**src/rtl/rf_ctrl_pkg.sv**
```systemverilog
// +--------------------------------------------------------------------+
// | rf_ctrl_pkg : shared widths and writeback entry type   | Rev 1.0    |
// +--------------------------------------------------------------------+
`default_nettype none

package rf_ctrl_pkg;
  localparam int AW   = 5;
  localparam int DW   = 32;
  localparam int NREG = 32;

  typedef struct packed {
    logic [AW-1:0] wa;
    logic [DW-1:0] wd;
  } wb_entry_t;
endpackage

`default_nettype wire

```
**src/rtl/rf_wb_fifo.sv**
```systemverilog
// +--------------------------------------------------------------------+
// | rf_wb_fifo : DEPTH-entry synchronous FIFO of writeback results  | Rev 1.0 |
// +--------------------------------------------------------------------+
`default_nettype none

module rf_wb_fifo
  import rf_ctrl_pkg::*;
#(
  parameter int DEPTH = 2
) (
  input  logic                       clk,
  input  logic                       rst_n,
  input  logic                       push,
  input  wb_entry_t                  push_data,
  input  logic                       pop,
  output wb_entry_t                  head,
  output logic                       full,
  output logic                       empty,
  output logic [$clog2(DEPTH+1)-1:0] count
);
  localparam int PW = $clog2(DEPTH);
  localparam int CW = $clog2(DEPTH + 1);

  wb_entry_t         r_mem [DEPTH];
  logic [PW-1:0]     r_wr_ptr;
  logic [PW-1:0]     r_rd_ptr;
  logic [CW-1:0]     r_count;
  logic              w_push;
  logic              w_pop;

  // Guard against overflow/underflow so occupancy can never go out of range.
  assign w_push = push && !full;
  assign w_pop  = pop && !empty;

  always_ff @(posedge clk or negedge rst_n) begin
    if (!rst_n) begin
      r_wr_ptr <= '0;
      r_rd_ptr <= '0;
      r_count  <= '0;
    end else begin
      if (w_push) r_wr_ptr <= r_wr_ptr + 1'b1;
      if (w_pop)  r_rd_ptr <= r_rd_ptr + 1'b1;
      case ({w_push, w_pop})
        2'b10:   r_count <= r_count + 1'b1;
        2'b01:   r_count <= r_count - 1'b1;
        default: r_count <= r_count;
      endcase
    end
  end

  always_ff @(posedge clk) begin
    if (w_push) r_mem[r_wr_ptr] <= push_data;
  end

  assign head  = r_mem[r_rd_ptr];
  assign full  = (r_count == CW'(DEPTH));
  assign empty = (r_count == '0);
  assign count = r_count;
endmodule

`default_nettype wire

```
**src/rtl/rf_wb_arbiter.sv**
```systemverilog
// +--------------------------------------------------------------------+
// | rf_wb_arbiter : RF write-port arbiter + long-latency scoreboard | Rev 1.0 |
// +--------------------------------------------------------------------+
`default_nettype none

module rf_wb_arbiter #(
  parameter int DEPTH = 2,
  parameter int AW    = 5,
  parameter int DW    = 32
) (
  input  logic          clk,
  input  logic          rst_n,
  input  logic          pipe_we,
  input  logic [AW-1:0] pipe_wa,
  input  logic [DW-1:0] pipe_wd,
  input  logic          lu_issue,
  input  logic [AW-1:0] lu_issue_rd,
  input  logic          lu_valid,
  input  logic [AW-1:0] lu_wa,
  input  logic [DW-1:0] lu_wd,
  output logic          lu_ready,
  input  logic [AW-1:0] ra1,
  input  logic [AW-1:0] ra2,
  output logic          stall,
  output logic          rf_we,
  output logic [AW-1:0] rf_wa,
  output logic [DW-1:0] rf_wd,
  output logic          err
);
  import rf_ctrl_pkg::*;

  wb_entry_t                  w_head;
  wb_entry_t                  w_push_data;
  logic                       w_full;
  logic                       w_empty;
  logic [$clog2(DEPTH+1)-1:0] w_unused_count;
  logic                       w_pipe_wr;
  logic                       w_pop;
  logic                       w_push;
  logic                       w_err_evt;
  logic [NREG-1:0]            w_set;
  logic [NREG-1:0]            w_clr;
  logic [NREG-1:0]            r_pending;
  logic                       r_err;

  // A pipeline write to x0 is not a real write, so it must not block the drain.
  assign w_pipe_wr   = pipe_we && (pipe_wa != '0);
  assign w_pop       = !w_empty && !w_pipe_wr;
  assign w_push      = lu_valid && !w_full;
  assign w_push_data = '{wa: lu_wa, wd: lu_wd};

  rf_wb_fifo #(.DEPTH(DEPTH)) u_fifo (
    .clk       (clk),
    .rst_n     (rst_n),
    .push      (w_push),
    .push_data (w_push_data),
    .pop       (w_pop),
    .head      (w_head),
    .full      (w_full),
    .empty     (w_empty),
    .count     (w_unused_count)
  );

  always_comb begin
    rf_we = 1'b0;
    rf_wa = w_head.wa;
    rf_wd = w_head.wd;
    if (w_pipe_wr) begin
      rf_we = 1'b1;
      rf_wa = pipe_wa;
      rf_wd = pipe_wd;
    end else if (w_pop) begin
      rf_we = (w_head.wa != '0);
    end
  end

  always_comb begin
    w_set = '0;
    w_clr = '0;
    if (lu_issue && (lu_issue_rd != '0)) w_set[lu_issue_rd] = 1'b1;
    if (w_pop)                            w_clr[w_head.wa]   = 1'b1;
  end

  // Re-issue to a register whose result drains on the same edge is legal.
  assign w_err_evt = (lu_issue && r_pending[lu_issue_rd] && !w_clr[lu_issue_rd])
                   | (w_pipe_wr && r_pending[pipe_wa])
                   | (lu_valid && w_full)
                   | (w_pop && !r_pending[w_head.wa]);

  always_ff @(posedge clk or negedge rst_n) begin
    if (!rst_n) begin
      r_pending <= '0;
      r_err     <= 1'b0;
    end else begin
      r_pending <= ((r_pending & ~w_clr) | w_set) & ~NREG'(1);
      r_err     <= r_err | w_err_evt;
    end
  end

  assign stall    = r_pending[ra1] | r_pending[ra2];
  assign lu_ready = !w_full;
  assign err      = r_err;
endmodule

`default_nettype wire

```
**config.mk**
```make
export PLATFORM = sky130hd
export DESIGN_NAME = rf_wb_arbiter
export DESIGN_NICKNAME = d
export VERILOG_FILES = /design/src/rtl/rf_ctrl_pkg.sv /design/src/rtl/rf_wb_fifo.sv /design/src/rtl/rf_wb_arbiter.sv
export SDC_FILE = /design/constraint.sdc
export NUM_CORES = 1
export LEC_CHECK = 0
export ABC_AREA = 1
export BUFFER_PORTS_ARGS = -buffer_cell sky130_fd_sc_hd__clkbuf_2
export CAP_MARGIN = 0
export CORE_MARGIN = 4
export CORE_UTILIZATION = 38
export CTS_CLUSTER_SIZE = 20
export DETAILED_ROUTE_END_ITERATION = 7
export GPL_TIMING_DRIVEN = 0
export SYNTH_ARGS = -nofsm -noshare
export SYNTH_HDL_FRONTEND = slang
export SYNTH_SLANG_ARGS = --single-unit
export TNS_END_PERCENT = 20
```
**constraint.sdc**
```tcl
create_clock -name clk -period 3.6 [get_ports clk]
set_input_delay 0.72 -clock clk [delete_from_list [all_inputs] [get_ports clk]]
set_output_delay 0.72 -clock clk [all_outputs]
set_load 0.02 [all_outputs]
```
# ---- Yosys cells after proc, flatten, opt, wreduce, memory -nomap -nowiden
# Memories as Yosys holds them, arrays and structs flattened.
# Cells that the tools add are included.
dict set report totals {
  ff_bits 36
  mem_bits_rw 74
  elab_cells 76
  n_memories 1
}
# memory words width read_ports rd_ports_with_merged_regs write_ports line
set mem_list {}
lappend mem_list {u_fifo.r_mem 2 37 1 0 1 rf_wb_fifo.sv:24} ;# wb_entry_t r_mem [DEPTH];
dict set report classes {
  n_addsub 4
  n_lt_le_gt_ge 7
  n_eq_ne 3
  n_mux 25
  bitwise_logic 8
  n_reduce_logical 23
}
# cell count
set op_table {}
lappend op_table {{32-bit two-way mux} 3}
lappend op_table {{32-bit bitwise AND} 1}
lappend op_table {{32-bit inverter} 1}
lappend op_table {{32-bit OR} 1}
lappend op_table {{1-bit binary-select mux with 5-bit select} 6}
lappend op_table {{5-bit by 6-bit less-than comparator with 1-bit output (second input constant)} 5}
lappend op_table {{5-bit nonzero test} 3}
lappend op_table {{1-bit logical AND} 13}
lappend op_table {{1-bit two-way mux} 12}
lappend op_table {{1-bit demux with 5-bit select} 2}
lappend op_table {{5-bit by 1-bit greater-or-equal comparator with 1-bit output (second input constant)} 2}
lappend op_table {{1-bit zero test} 5}
lappend op_table {{5-bit two-way mux} 1}
lappend op_table {{1-bit OR} 5}
lappend op_table {{2-bit == test (second input constant)} 2}
lappend op_table {{2-bit one-hot mux with 2 select lines} 1}
lappend op_table {{1-bit adder (second input constant)} 2}
lappend op_table {{2-bit by 1-bit adder with 2-bit output (second input constant)} 1}
lappend op_table {{2-bit by 1-bit == test with 1-bit output (second input constant)} 1}
lappend op_table {{2-bit zero test} 1}
lappend op_table {{2-bit nonzero test} 1}
lappend op_table {{2-bit by 1-bit subtractor with 2-bit output (second input constant)} 1}

# ---- Longest topological paths before layout
# Gate-level depths: netlist of the first run.
# An unclocked memory read counts as a cell.
dict set report logic_depth {
  ltp_word 14
  mapped_depth 16
}

# ---- Hierarchy
# From an unflattened synthesis of the first run, not the netlist that was laid out.
dict set report unflattened {
  hier_cells 905
  area_unflattened_um2 6698.9
}
# module instances cells_per_inst area_per_inst_um2 seq_area_each_um2
set modules_own_cells {}
lappend modules_own_cells {rf_wb_arbiter 1 679 3759.9 800.8}
lappend modules_own_cells {rf_wb_fifo 1 226 2939.1 2322.2}

# ---- Least setup slack after synthesis of the first run
# OpenSTA, ideal clock, no wires.
dict set report synth_path {
  path_kind {input to register}
  from {input port lu_valid}
  to {memory u_fifo.r_mem[1][0] (netlist name) (enable)}
  arrival_ns 2.404
  required_time_ns 3.167
  setup_slack_ns 0.763
  path_stages 2
  path_buffers 0
  path_cell_list {nand2_1 nor2_1}
}
dict set report synth_via {
  elab_chain_len 4
}
# element line
set synth_lines {}
lappend synth_lines {{start: declaration} rf_wb_arbiter.sv:18} ;# input logic lu_valid,
lappend synth_lines {{1-bit logical AND} rf_wb_arbiter.sv:49} ;# assign w_push = lu_valid && !w_full;
lappend synth_lines {{1-bit logical AND} rf_wb_fifo.sv:32} ;# assign w_push = push && !full;
lappend synth_lines {{1-bit two-way mux} rf_wb_fifo.sv:52} ;# if (w_push) r_mem[r_wr_ptr] <= push_data;
lappend synth_lines {{1-bit two-way mux (not written as such)} rf_wb_fifo.sv:52}
lappend synth_lines {{end: declaration} rf_wb_fifo.sv:24}
# Every way passes these cells.

# ---- Final worst setup path of the first run
dict set report layout_path {
  from {input port pipe_wa[1]}
  to {output port rf_wd[30]}
}
dict set report layout_via {
  elab_chain_len 3
}
# element line
set layout_lines {}
lappend layout_lines {{start: declaration} rf_wb_arbiter.sv:14} ;# input logic [AW-1:0] pipe_wa,
lappend layout_lines {{5-bit nonzero test} rf_wb_arbiter.sv:47} ;# assign w_pipe_wr = pipe_we && (pipe_wa != '0);
lappend layout_lines {{1-bit logical AND} rf_wb_arbiter.sv:47}
lappend layout_lines {{32-bit two-way mux} rf_wb_arbiter.sv:68} ;# if (w_pipe_wr) begin
lappend layout_lines {{end: declaration} rf_wb_arbiter.sv:27} ;# output logic [DW-1:0] rf_wd,
# Every way passes these cells.

==> results_dict.tcl, run 1 <==
set metrics [dict create \
    status "finished clean" \
    ctsResizeCount 0 \
    cts_tree "built" \
    fp.dieW_um 142 \
    drcViolationCount 0 \
    synth_compound_area_frac 0.189 \
    critPathCaptureType "output pin" \
    grt_pass1_wl_um 34900 \
    layout-drive-gt1-share 0.215 \
    grt_pass1_vias 6189 \
    slew_violations 0 \
    start_kind "primary input" \
    cts-hold-fix-buffers 0 \
    finalSetupViolations 0 \
    setup_tns_ps 0 \
    synthXorXnorAreaFrac 0.00387 \
    via_count 6785 \
    first_iter_violations 861 \
    ys_ff_latch 110 \
    critPathKind "in -> out" \
    gr-total-overflow 0 \
    rsz0062_at_grt "false" \
    numCtsBuffers 9 \
    synthAdderAreaFrac 0.00184 \
    crit_fanout 10 \
    post_cts_buffers 0 \
    hp-class "in -> async" \
    fmax_mhz 319 \
    core_area_um2 17400 \
    ios 135 \
    via_per_inst 5.50 \
    finalPower_w 0.00570 \
    dpl_cell_area_um2 7770 \
    dieArea_um2 20100 \
    synth-simple-area-share 0.262 \
    gp_congestion 0.996 \
    synth_cells 861 \
    yosysSeqAreaShare 0.460 \
    track_usage 0.225 \
    final_area_um2 8080 \
    clockRootBuffer "clkbuf_16" \
    tightest_slew_ps 1000 \
    cap_violations 0 \
    drt-pass1-iter-count 5 \
    synth_cell_types 43 \
    die-height_um 142 \
    p_per_area_nw_per_um2 706 \
    syn_area_um2 6790 \
    arrival_ps 2410 \
    vdd_drop_max_mv 0.314 \
    diodes 0 \
    clock-sinks 110 \
    fin_crit_ps 3130 \
    antenna_found_initial 0 \
    wl_per_cell_um 18.4 \
    synth_area_per_cell_um2 7.89 \
    required_ps 2880 \
    initial_utilization 0.390 \
    hpwl_um 16600 \
    synth_nets 956 \
    ys.warnings.count 0 \
    ant_nets 0 \
    synth_top_family_by_area "simple AND/OR/NAND/NOR gates" \
    clk_path_buf_depth 2 \
    drt-total-wl_um 22700 \
    cts_htree_levels 3 \
    port_buffers 129 \
    leakagePower_nw 3.57 \
    hold_viol_final 0 \
    clkSlewWorstSetupHoldPaths_ps 80 \
    num_rows 48 \
    area_delta_synth_final_pct 18.9 \
    max_slew_margin 0.331 \
    layout.nets 1098 \
    grt_start_max_net_pins 37 \
    fin_skew_ps 8.68 \
    synth_mux_area_frac 0 \
    clock_latency_ps 360 \
    fin_crit_sh 0.871 \
]
metal layers:
metal / up-vias / track usage / routed length, um
met2: 362 / 0.356 / 10400
met4: 0 / 0.108 / 1060
met5: - / 0 / 0
met3: 84 / 0.0408 / 2220
met1: 3107 / 0.299 / 9050
li1: 3232 / - / -
stage by stage:
stage          worst slack, ps  instances   util  hold WS, ps
3_5_place_dp               462       1217  0.446          519
3_3_place_gp              -363       1215  0.443          500
2_1_floorplan              763        861      -          424
4_1_cts                    451       1233  0.464          531
5_1_grt                    268       1233  0.464          533
6_report                   465       1233  0.464          518
power breakdown:
part	internal [W]	switching, W	total (W)
clock network	0.000504	0.000530	0.00103
registers	0.00175	0.000371	0.00212
logic	0.000786	0.00176	0.00255
total	0.00304	0.00266	0.00570
flip-flops by register name, indices dropped and copies added (netlist names):
| name | count |
|---|---|
| u_fifo.r_mem | 74 |
| u_fifo.r_rd_ptr | 1 |
| r_pending | 31 |
| err | 1 |
| u_fifo.count | 2 |
| u_fifo.r_wr_ptr | 1 |
cells in the mapped netlist, drive strengths merged:
| cell | n | area [um2] |
|---|---|---|
| nand4 | 5 | 31.3 |
| edfxtp | 74 | 2220 |
| or2 | 1 | 6.26 |
| clkinv | 2 | 7.51 |
| o31ai | 1 | 7.51 |
| nand2 | 215 | 897 |
| a31oi | 34 | 213 |
| o221ai | 2 | 17.5 |
| a22oi | 2 | 15.0 |
| xor2 | 1 | 8.76 |
| o21ai | 119 | 599 |
| a31o | 1 | 8.76 |
| o22ai | 18 | 113 |
| buf | 23 | 175 |
| a221oi | 1 | 8.76 |
| inv | 82 | 315 |
| dfrtp | 36 | 901 |
| o211ai | 10 | 75.1 |
| a21boi | 1 | 7.51 |
| nand3b | 1 | 7.51 |
| ha | 1 | 12.5 |
| clkbuf | 18 | 68.8 |
| nor3 | 21 | 105 |
| nand3 | 51 | 323 |
| xnor2 | 2 | 17.5 |
| nor2 | 98 | 409 |
| a21oi | 41 | 216 |
worst max-delay path, cell delays in order:
cell	delay (ps)
clkbuf_2	150
nor2_2	210
nand3_2	180
nand2_4	140
buf_2	210
clkbuf_1	420
a31oi_1	170
clkbuf_2	190
path summary, 6_finish.rpt:
kind	start	end	slack (ps)	cells after the start
max in group asynchronous	rst_n	u_fifo.count[0]	2460	1
setup / recovery	pipe_wa[1]	rf_wd[30]	470	8
hold / removal	rst_n	r_pending[24]	520	1
setup reg to reg	u_fifo.r_rd_ptr	err	1600	12
min in group clk	u_fifo.count[1]	u_fifo.count[1]	530	1
hold reg to reg	u_fifo.count[1]	u_fifo.count[1]	530	1
layout by cell type, fill, tap and decap left out, types with 2 or more instances in the layout:
cell type	count
a21oi_1	40
a22oi_1	2
a31oi_1	34
buf_12	2
buf_2	11
buf_4	4
buf_6	8
clkbuf_1	17
clkbuf_16	9
clkbuf_2	130
clkinv_1	2
dfrtp_1	36
edfxtp_1	74
inv_1	76
inv_2	4
inv_6	2
inv_8	4
nand2_1	197
nand2_2	9
nand2_4	9
nand3_1	42
nand3_2	6
nand3_4	3
nand4_1	5
nor2_1	89
nor2_2	4
nor2_4	4
nor3_1	21
o211ai_1	10
o21ai_0	107
o21ai_1	11
o221ai_1	2
o22ai_1	18
xnor2_1	2
area by class of cell:
type / instances / area [um2]
Timing Repair Buffer: 131 / 686
Clock buffer: 9 / 225
Buffer: 41 / 244
Fill cell: 1775 / 9340
Sequential cell: 110 / 3120
Inverter: 84 / 323
Tap cell: 225 / 282
Multi-Input combinational cell: 626 / 3110
Clock inverter: 7 / 78.8
cell families after synthesis:
logic type | Yosys count
AND/OR/NAND/NOR | 392
AO/OA/AOI/OAI | 230
buffers and inverters | 125
flip-flops | 110
XOR/XNOR | 3
adder cells (fa/ha/maj) | 1
No activity file was read; power rests on OpenSTA's default activity.
==> run 2: changes to the inputs <==
--- a/config.mk
+++ b/config.mk
@@ -8,7 +8,7 @@
 export ABC_AREA = 1
 export BUFFER_PORTS_ARGS = -buffer_cell sky130_fd_sc_hd__clkbuf_2
 export CAP_MARGIN = 0
-export CORE_MARGIN = 4
+export CORE_MARGIN = 1.5
 export CORE_UTILIZATION = 38
 export CTS_CLUSTER_SIZE = 20
 export DETAILED_ROUTE_END_ITERATION = 7
==> run 2 against run 1 <==
Clock power decreased by 8%. Largest power group unchanged. Non-clock buffer count is the same. Die area fell by 6.9%. Flip-flop and latch count is the same. Critical path type unchanged. Sequential power barely moved. Total power down 1.2%. Critical path depth unchanged.
==> results_dict.tcl, run 2 (same netlist as run 1, synthesis figures left out) <==
set metrics [dict create \
    status "finished clean" \
    grt_pass1_wl_um 34900 \
    p_per_area_nw_per_um2 700 \
    diodes 0 \
    num_rows 48 \
    antenna_found_initial 0 \
    clockRootBuffer "clkbuf_16" \
    core_area_um2 17400 \
    worst_hold_slack_ps 505 \
    clkSlewWorstSetupHoldPaths_ps 80 \
    ff2ff_setup_slack_ps 1570 \
    tightest_slew_ps 979 \
    cap_violations 0 \
    worstPathCellList "clkbuf_2 > nor2_2 > nand3_2 > nand2_4 > buf_2 > clkbuf_1 > a31oi_1 > clkbuf_2" \
    fmax_mhz 321 \
    drcViolationCount 0 \
    required_ps 2880 \
    grt_start_max_net_pins 37 \
    multiInputGateArea_um2 3110 \
    reg2regPathDepth 14 \
    largest_register_ffs 74 \
    critical_path_buf_inv_count 4 \
    fin_crit_sh 0.866 \
    dieArea_um2 18700 \
    regArea_um2 3120 \
    worstReg2RegEnd "err" \
    nFillCells 1715 \
    drt-pass1-iter-count 7 \
    critPathKind "in -> out" \
    area_delta_synth_final_pct 18.5 \
    top_register "u_fifo.r_mem" \
    crit_slowest_cell "clkbuf_1" \
    hpwl_um 16200 \
    via_per_inst 5.56 \
    grt_pass1_vias 6367 \
    clock_latency_ps 360 \
    numCtsBuffers 9 \
    fp.dieW_um 137 \
    cpMostUsedCell "clkbuf_2" \
    post_cts_buffers 0 \
    hp-class "in -> async" \
    slew_violations 0 \
    cts-hold-fix-buffers 0 \
    clk_path_buf_depth 2 \
    gr-total-overflow 0 \
    ctsResizeCount 0 \
    max_slew_margin 0.347 \
    finalSetupViolations 0 \
    rsz0062_at_grt "false" \
    crit_family "buffers and inverters" \
    wl_per_cell_um 18.4 \
    start_kind "primary input" \
    final_common_cell "nand2_1" \
    most-common-layout-cells "nand2_1, clkbuf_2, o21ai_0, nor2_1, inv_1" \
    cts_tree "built" \
    ios 135 \
    crit_fanout 10 \
    port_buffers 129 \
    vdd_drop_max_mv 0.349 \
    leakagePower_nw 3.55 \
    gp_congestion 0.965 \
    ant_nets 0 \
    critPathCaptureType "output pin" \
    fin_skew_ps 6.93 \
    fin_crit_ps 3120 \
    layout.nets 1098 \
    initial_utilization 0.391 \
    track_usage 0.250 \
    drt-total-wl_um 22700 \
    slowest_delay_ps 420 \
    clock-sinks 110 \
    arrival_ps 2400 \
    first_iter_violations 729 \
    final_cells 1233 \
    via_count 6857 \
    layout-drive-gt1-share 0.213 \
    dp_cells 1217 \
    r2r_start "u_fifo.r_rd_ptr" \
    die-height_um 137 \
    hold_viol_final 0 \
    cts_htree_levels 3 \
]
run 2: cell types whose count changed in the layout (fill, tap and decap cells not counted):
cell / before / now
clkinv_4: 1 / 0
inv_6: 2 / 3
inv_8: 4 / 1
inv_12: 1 / 0
clkbuf_1: 17 / 18
clkinv_2: 0 / 2
clkinv_1: 2 / 3
run 2: through the flow:
stage / total power (W) / setup TNS, ps / cell area [um2] / worst slack, ps / utilization
finish: 0.00563 / 0 / 8040 / 482 / 0.463
detailed placement: 0.00465 / 0 / 7770 / 484 / 0.448
global route: 0.00596 / 0 / 8040 / 345 / 0.463
floorplan: 0.00370 / 0 / 6790 / 763 / -
CTS: 0.00560 / 0 / 8040 / 475 / 0.463
global placement: 0.00461 / -24330 / 7720 / -354 / 0.445
run 2: report_power, final:
part / switching, W / internal (W)
Combinational: 0.00178 / 0.000786
Sequential: 0.000370 / 0.00175
Clock: 0.000471 / 0.000476
run 2: cell type report:
class,count,share of cell area
Sequential cell,110,0.388
Multi-Input combinational cell,626,0.387
Timing Repair Buffer,131,0.0853
Inverter,84,0.0401
Tap cell,225,0.0350
Buffer,41,0.0303
Clock buffer,10,0.0285
Clock inverter,6,0.00529
run 2: worst reg2reg max path, stage by stage, from the launching register on:
cell and delay (ps):
dfrtp_1 380, buf_6 150, inv_6 70, buf_6 140
nand2_1 90, nand2_4 120, nand3_2 150, nor2_4 210
nand3_1 90, nand2_1 90, o21ai_1 80, nand2_1 110
inv_1 50, nand3_1 90, nand2_1 90
run 2: routing by layer:
layer / wire, um / vias to the layer above / global-route usage
li1: - / 3235 / -
met1: 9230 / 3129 / 0.323
met3: 2190 / 84 / 0.0526
met2: 10200 / 409 / 0.391
met4: 1020 / 0 / 0.137
met5: 0 / - / 0
run 2: how the worst max path moves through the flow:
stage,cells past startpoint,to,slack (ps),startpoint
after global placement,3,u_fifo.r_mem[1][28],-350,lu_valid
after detailed placement,8,rf_wd[4],480,pipe_wa[1]
after global routing,8,rf_wd[4],340,pipe_wa[1]
after CTS,8,rf_wd[4],480,pipe_wa[1]
after floorplan,2,u_fifo.r_mem[1][0],760,lu_valid
final,8,rf_wd[23],480,pipe_wa[1]
==> run 3: changes to the inputs <==
--- a/config.mk
+++ b/config.mk
@@ -8,11 +8,15 @@
 export ABC_AREA = 1
 export BUFFER_PORTS_ARGS = -buffer_cell sky130_fd_sc_hd__clkbuf_2
 export CAP_MARGIN = 0
+export CELL_PAD_IN_SITES_DETAIL_PLACEMENT = 1
+export CELL_PAD_IN_SITES_GLOBAL_PLACEMENT = 1
 export CORE_MARGIN = 1.5
 export CORE_UTILIZATION = 38
+export CTS_CLUSTER_DIAMETER = 120
 export CTS_CLUSTER_SIZE = 20
 export DETAILED_ROUTE_END_ITERATION = 7
 export GPL_TIMING_DRIVEN = 0
+export PLACE_DENSITY_LB_ADDON = 0.1
 export SYNTH_ARGS = -nofsm -noshare
 export SYNTH_HDL_FRONTEND = slang
 export SYNTH_SLANG_ARGS = --single-unit
==> run 3 against run 2 <==
Final cell count stayed put. First-iteration DRC count is 44% lower. Fmax is 3.4% lower. Via count is 0.10% higher.
==> results_dict.tcl, run 3 (same netlist as run 1, synthesis figures left out) <==
set metrics [dict create \
    status "finished clean" \
    clock_latency_ps 360 \
    antenna_found_initial 0 \
    port_buffers 129 \
    dr_wl_met2_um 12100 \
    largest_register_ffs 74 \
    grt_pass1_vias 6905 \
    post_cts_buffers 0 \
    fin_crit_sh 0.896 \
    p_sw_frac 0.475 \
    leakagePower_nw 3.57 \
    dieArea_um2 18700 \
    critPathCaptureType "output pin" \
    worstReg2RegEnd "err" \
    p_per_area_nw_per_um2 716 \
    hold_viol_final 0 \
    required_ps 2880 \
    critPathKind "in -> out" \
    die-height_um 137 \
    drt-total-wl_um 24800 \
    reg2regPathDepth 12 \
    fin_crit_ps 3230 \
    core_area_um2 17400 \
    num_rows 48 \
    numCtsBuffers 9 \
    dr_wl_met3_um 1470 \
    grt_pass1_wl_um 38400 \
    slew_violations 0 \
    dpl_cell_area_um2 7780 \
    track_usage 0.275 \
    area_delta_synth_final_pct 19.0 \
    finalSetupViolations 0 \
    final_common_cell "nand2_1" \
    top_register "u_fifo.r_mem" \
    gp_congestion 0.905 \
    drcViolationCount 0 \
    vdd_drop_max_mv 0.345 \
    ios 135 \
    final_area_um2 8080 \
    final_util 0.465 \
    hp-class "in -> async" \
    first_iter_violations 409 \
    met1_length_um 10400 \
    via_per_inst 5.57 \
    cts_tree "built" \
    rsz0062_at_grt "false" \
    most-common-layout-cells "nand2_1, clkbuf_2, o21ai_0, nor2_1, inv_1" \
    max_slew_margin 0.335 \
    cts_htree_levels 3 \
    initial_utilization 0.391 \
    final_cells 1233 \
    fmax_mhz 310 \
    grt_start_max_net_pins 37 \
    setup_slack_ps 373 \
    clkSlewWorstSetupHoldPaths_ps 80 \
    clockRootBuffer "clkbuf_16" \
    crit_fanout 10 \
    highest_layer "met4" \
    arrival_ps 2510 \
    finalPower_w 0.00578 \
    dp_cells 1217 \
    start_kind "primary input" \
    p_clk_frac 0.177 \
    switchingPower_w 0.00274 \
    cap_violations 0 \
    diodes 0 \
    gr-total-overflow 0 \
    r2r_start "u_fifo.r_rd_ptr" \
    p_int_w 0.00304 \
    combPwrFrac 0.451 \
    ant_nets 0 \
    layout.nets 1098 \
    ctsResizeCount 0 \
    wl_per_cell_um 20.2 \
    layout-drive-gt1-share 0.215 \
    clk_path_buf_depth 2 \
    seq_power_share 0.372 \
    via_count 6864 \
    nFillCells 2196 \
    hpwl_um 18600 \
    fin_skew_ps 8.69 \
    cts-hold-fix-buffers 0 \
    drt-pass1-iter-count 4 \
    place_ws_ps 365 \
    clock-sinks 110 \
    tightest_slew_ps 997 \
    ff2ff_setup_slack_ps 1610 \
    fp.dieW_um 137 \
]
## run 3: through the flow
step                TNS [ps]  hold WS [ps]
CTS                        0           528
global placement      -22020           500
finish                     0           508
global route               0           535
floorplan                  0           424
detailed placement         0           516
## run 3: worst max-delay path, stage by stage
cell and delay [ps]:
clkbuf_2 140, nor2_2 220, nand3_2 200, nand2_4 150
buf_2 250, buf_2 290, nor2_1 90, a31oi_1 230
clkbuf_2 220
## run 3: per-layer routing
layer,vias to the layer above,GRT usage
met1,3361,0.348
met4,0,0.113
met5,-,0
met3,47,0.0467
met2,222,0.465
li1,3234,-
## run 3: cell type report
| class | instances | area, um2 | area share |
|---|---|---|---|
| Tap cell | 225 | 282 | 0.0348 |
| Clock buffer | 9 | 225 | 0.0279 |
| Multi-Input combinational cell | 626 | 3110 | 0.385 |
| Sequential cell | 110 | 3120 | 0.387 |
| Timing Repair Buffer | 131 | 693 | 0.0858 |
| Clock inverter | 7 | 75.1 | 0.00929 |
| Buffer | 41 | 244 | 0.0302 |
| Inverter | 84 | 323 | 0.0400 |
## run 3: worst max-delay path by stage
stage                          start                 end  slack [ps]
after floorplan             lu_valid  u_fifo.r_mem[1][0]         760
after CTS                 pipe_wa[1]           rf_wd[22]         340
after global routing      pipe_wa[1]           rf_wd[22]         260
final                     pipe_wa[1]           rf_wd[22]         370
after global placement      lu_valid  u_fifo.r_mem[1][3]        -310
after detailed placement  pipe_wa[1]           rf_wd[22]         360
## run 3: power by group through the flow
stage	registers, W	logic (W)	clock network (W)
5_1_grt	0.00218	0.00285	0.00108
3_5_place_dp	0.00216	0.00259	0
4_1_cts	0.00214	0.00261	0.00104
2_1_floorplan	0.00196	0.00174	0
6_report	0.00215	0.00261	0.00102
3_3_place_gp	0.00217	0.00250	0
